File: src/rtl/pc_ctrl.sv
// pc_ctrl: program-counter register with reset/interrupt vector sequencing.
// The interrupt path (INT_* states, pend, ie, ret_pc, intr_ack) is built only when PC_INTR_EN is defined.
module pc_ctrl #(
    parameter int              WIDTH          = 8,
    parameter logic [WIDTH-1:0] RESET_VEC_ADDR = '0,
    parameter logic [WIDTH-1:0] INT_VEC_ADDR   = WIDTH'(1)
) (
    input  logic             clk,
    input  logic             rst_n,
    input  logic [WIDTH-1:0] pc_next,
    input  logic             pc_we,
    input  logic             stall,
    input  logic             intr,
    input  logic             rti,
    input  logic [WIDTH-1:0] mem_rdata,
    output logic             vec_rd,
    output logic [WIDTH-1:0] vec_addr,
    output logic [WIDTH-1:0] pc,
    output logic [WIDTH-1:0] pc_plus1,
    output logic [WIDTH-1:0] ret_pc,
    output logic             intr_ack,
    output logic             busy
);
    typedef enum logic [2:0] {
        BOOT,
        BOOT_WAIT,
        RUN
`ifdef PC_INTR_EN
        , INT_FETCH,
        INT_WAIT
`endif
    } state_t;

    state_t           state_q, state_d;
    logic [WIDTH-1:0] pc_q, pc_d;
    logic             retire, take;

    assign retire   = (state_q == RUN) && !stall && pc_we;
    assign pc       = pc_q;
    assign pc_plus1 = pc_q + WIDTH'(1);
    assign busy     = state_q != RUN;

`ifdef PC_INTR_EN
    logic             intr_q, pend_q, pend_d, ie_q, ie_d, ack_q;
    logic [WIDTH-1:0] ret_pc_q, ret_pc_d;

    // Registered ie means an rti retire can never also take an interrupt.
    assign take     = retire && pend_q && ie_q;
    assign ret_pc   = ret_pc_q;
    assign intr_ack = ack_q;

    always_comb begin
        pend_d   = take ? 1'b0 : pend_q | (intr & ~intr_q);
        ie_d     = take ? 1'b0 : (retire && rti) ? 1'b1 : ie_q;
        ret_pc_d = take ? pc_next : ret_pc_q;
    end

    always_ff @(posedge clk or negedge rst_n) begin
        if (!rst_n) begin
            intr_q   <= 1'b0;
            pend_q   <= 1'b0;
            ie_q     <= 1'b1;
            ack_q    <= 1'b0;
            ret_pc_q <= '0;
        end else begin
            intr_q   <= intr;
            pend_q   <= pend_d;
            ie_q     <= ie_d;
            ack_q    <= take;
            ret_pc_q <= ret_pc_d;
        end
    end
`else
    logic unused_intr;

    assign unused_intr = intr ^ rti;
    assign take        = 1'b0;
    assign ret_pc      = '0;
    assign intr_ack    = 1'b0;
`endif

    always_comb begin
        state_d  = state_q;
        pc_d     = pc_q;
        vec_rd   = 1'b0;
        vec_addr = '0;
        case (state_q)
            BOOT: begin
                vec_rd   = 1'b1;
                vec_addr = RESET_VEC_ADDR;
                state_d  = BOOT_WAIT;
            end
            BOOT_WAIT: begin
                pc_d    = mem_rdata;
                state_d = RUN;
            end
            RUN: begin
                pc_d = (retire && !take) ? pc_next : pc_q;
`ifdef PC_INTR_EN
                state_d = take ? INT_FETCH : RUN;
`endif
            end
`ifdef PC_INTR_EN
            INT_FETCH: begin
                vec_rd   = 1'b1;
                vec_addr = INT_VEC_ADDR;
                state_d  = INT_WAIT;
            end
            INT_WAIT: begin
                pc_d    = mem_rdata;
                state_d = RUN;
            end
`endif
            default: state_d = BOOT;
        endcase
    end

    always_ff @(posedge clk or negedge rst_n) begin
        if (!rst_n) begin
            state_q <= BOOT;
            pc_q    <= '0;
        end else begin
            state_q <= state_d;
            pc_q    <= pc_d;
        end
    end
endmodule
File: config.mk
export PLATFORM = sky130hd
export DESIGN_NAME = pc_ctrl
export DESIGN_NICKNAME = d
export VERILOG_FILES = /design/src/rtl/pc_ctrl.sv
export SDC_FILE = /design/constraint.sdc
export NUM_CORES = 1
export LEC_CHECK = 0
export BUFFER_PORTS_ARGS = -buffer_cell sky130_fd_sc_hd__buf_2
export CAP_MARGIN = 20
export CORE_MARGIN = 2
export CORE_UTILIZATION = 40
export DETAILED_ROUTE_END_ITERATION = 12
export PLACE_DENSITY = 0.79
export SYNTH_ARGS = -nofsm -noshare
export SYNTH_HDL_FRONTEND = slang
export SYNTH_SLANG_ARGS = --single-unit
export TNS_END_PERCENT = 100
File: constraint.sdc
create_clock -name clk -period 1.9 [get_ports clk]
set_clock_uncertainty 0.1 [all_clocks]
set_input_delay 0.19 -clock clk [delete_from_list [all_inputs] [get_ports clk]]
set_output_delay 0.19 -clock clk [all_outputs]
set_load 0.005 [all_outputs]
==> impl_metrics.tcl <==
set metrics [dict create \
    start_kind "register" \
    diodes 0 \
    drt_iter0_markers 3 \
    netlist_area_um2 783 \
    p_leak_uw 0.000525 \
    sequentialPowerShare_pct 40.9 \
    hold_depth 3 \
    cp.required_ps 1610 \
    finalSetupViolations 0 \
    critPathKind "register to output port" \
    dpl.cell_count 130 \
    maxCapViolations 0 \
    cts_buffers 3 \
    drtPass1Iterations 4 \
    htree_levels 1 \
    final_common_cell "buf_2" \
    dpl.hpwl_um 1120 \
    hold_buffers 1 \
    die_area_mm2 0.00233 \
    via_count 566 \
    grt_overflow 0 \
    p_total_uw 662 \
    switching_power_uw 188 \
    combPwrFrac_pct 29.9 \
    finalSetupTns_ps 0 \
    placed_area_um2 923 \
    swShare_pct 28.3 \
    power_density_mw_per_mm2 683 \
    clock_sinks 10 \
    area_delta_synth_final_pct 23.8 \
    cts_setup_buffers 0 \
    yosys_warnings 0 \
    clock.fmax_mhz 583 \
    cts-resized-gates 0 \
    syn_inst 68 \
    cts-root-buf "clkbuf_4" \
    whs_ps 122 \
    clk_pin_slew_worst_paths_ps 70 \
    status "completed" \
    portBuffers 37 \
    synthAdderAreaFrac_pct 1.60 \
    avgSynthCellArea_um2 11.5 \
    fillerInstances 167 \
    seq_area_frac_synth_pct 31.9 \
    end_kind "output port" \
    grt_pass1_vias 436 \
    viasPerCell 4.19 \
    final_cell_mix "37 x buf_2, 17 x conb_1, 14 x mux2_4, 10 x dfrtp_1" \
    routedWlPerCell_um 10.5 \
    drc 0 \
    synthMuxAreaShare_pct 29.4 \
    cp.arrival_ps 1430 \
    ir_worst_vdd_mv 0.248 \
    grt_usage_pct 11.5 \
    instances_no_fill 135 \
    clk_latency_ps 270 \
    synth_top_family_by_area "multiplexers" \
    nets 132 \
    ys_seq_elements 10 \
    p_clk_share_pct 29.2 \
    num_io_pins 57 \
    grt_max_degree 12 \
    crit_path_max_fanout 6 \
    gp_congestion 0.639 \
    synth_cell_types 18 \
    clock_path_buffers 2 \
    die-width_um 48.3 \
    drive_above_1_share_pct 52.8 \
    rsz0062_at_grt "false" \
    finalCritPeriodShare_pct 90.3 \
    antenna_found_initial 0 \
    synth_xor_area_share_pct 6.71 \
    rows 16 \
    final_antenna_net_count 0 \
    maxSlewViolCount 0 \
    r2r_cells 3 \
    fin_area_um2 970 \
    hold_class "input pin to register" \
    start_util_pct 41.2 \
    p_int_uw 475 \
    period_needed_ps 1720 \
    cts_tree "built" \
    die_h_um 48.3 \
    fp.coreArea_mm2 0.00190 \
    hold_violations 0 \
    wirelength_um 1420 \
    synth_compound_gate_area_share_pct 2.08 \
    grt_pass1_wl_um 1790 \
    synth-simple-area-share_pct 9.58 \
]
## worst max-delay path: stages (launching register included)
cell	delay [ps]
dfrtp_1	430
nand3_1	170
nor3_1	280
xor2_1	160
buf_2	120
## per-stage QoR
step	utilization [%]	setup slack [ps]
final	51.0	185
after global routing	51.0	78.2
after floorplan	-	456
after detailed placement	48.6	293
after global placement	48.6	321
after CTS	51.0	158
## metal layers
layer  routed length, um  part of all wire, %  global-route usage (%)  vias to the layer above
met5                   0                    0                       0                        -
met4                  44                  3.1                    8.11                        0
met3                 103                  7.3                    1.85                        5
met2                 676                   48                    19.2                       33
met1                 595                   42                    13.2                      254
li1                    -                    -                       -                      274
## cells by family (layout without fill, tap and decap cells)
family	count (synthesis)	count (layout)
compound gates	1	1
xor+xnor	6	6
fa+ha+maj	1	1
buf+inv	19	43
flops	10	10
mux	16	16
other cells	1	17
simple gates	14	14
## power by group through the flow
stage / Sequential, uW / Clock, uW / Combinational (uW)
2_1_floorplan: 272 / 0 / 132
3_3_place_gp: 273 / 0 / 193
3_5_place_dp: 275 / 0 / 198
4_1_cts: 271 / 198 / 200
5_1_grt: 275 / 215 / 228
6_report: 271 / 193 / 198
## flip-flops by register name (all words and copies together) (netlist names)
register / count
pc: 8
state_q: 2
## synthesized netlist by cell type
master | instances | share of area (%)
dfrtp_1 | 10 | 32
o21ai_4 | 1 | 2.1
nor3_1 | 1 | 0.64
nand2b_4 | 1 | 1.8
buf_4 | 17 | 16
xor2_1 | 3 | 3.4
mux2_4 | 14 | 27
nor2_1 | 3 | 1.4
nand3_1 | 3 | 1.9
nand2b_1 | 2 | 1.6
and3_1 | 1 | 0.80
xnor2_1 | 3 | 3.4
conb_1 | 1 | 0.48
nand2_1 | 3 | 1.4
inv_1 | 1 | 0.48
ha_1 | 1 | 1.6
mux2i_1 | 2 | 2.6
buf_6 | 1 | 1.4
## layout make-up
cell class	instances	area, um2	share of cell area [%]
flip-flops and latches	10	250	25.8
well taps	27	33.8	3.48
multi-input cells	55	450	46.5
repair buffers	38	195	20.1
inverters	1	3.75	0.387
clock buffers	4	36.3	3.74
## final timing paths
kind                            start     endpoint  slack [ps]
setup reg to reg           state_q[0]        pc[3]         280
hold reg to reg            state_q[0]   state_q[0]         380
min in group asynchronous       rst_n        pc[7]         200
max in group asynchronous       rst_n        pc[3]        1310
hold / removal             pc_next[0]        pc[0]         120
setup / recovery                pc[2]  pc_plus1[7]         180
(Power assumes the default switching activity.)
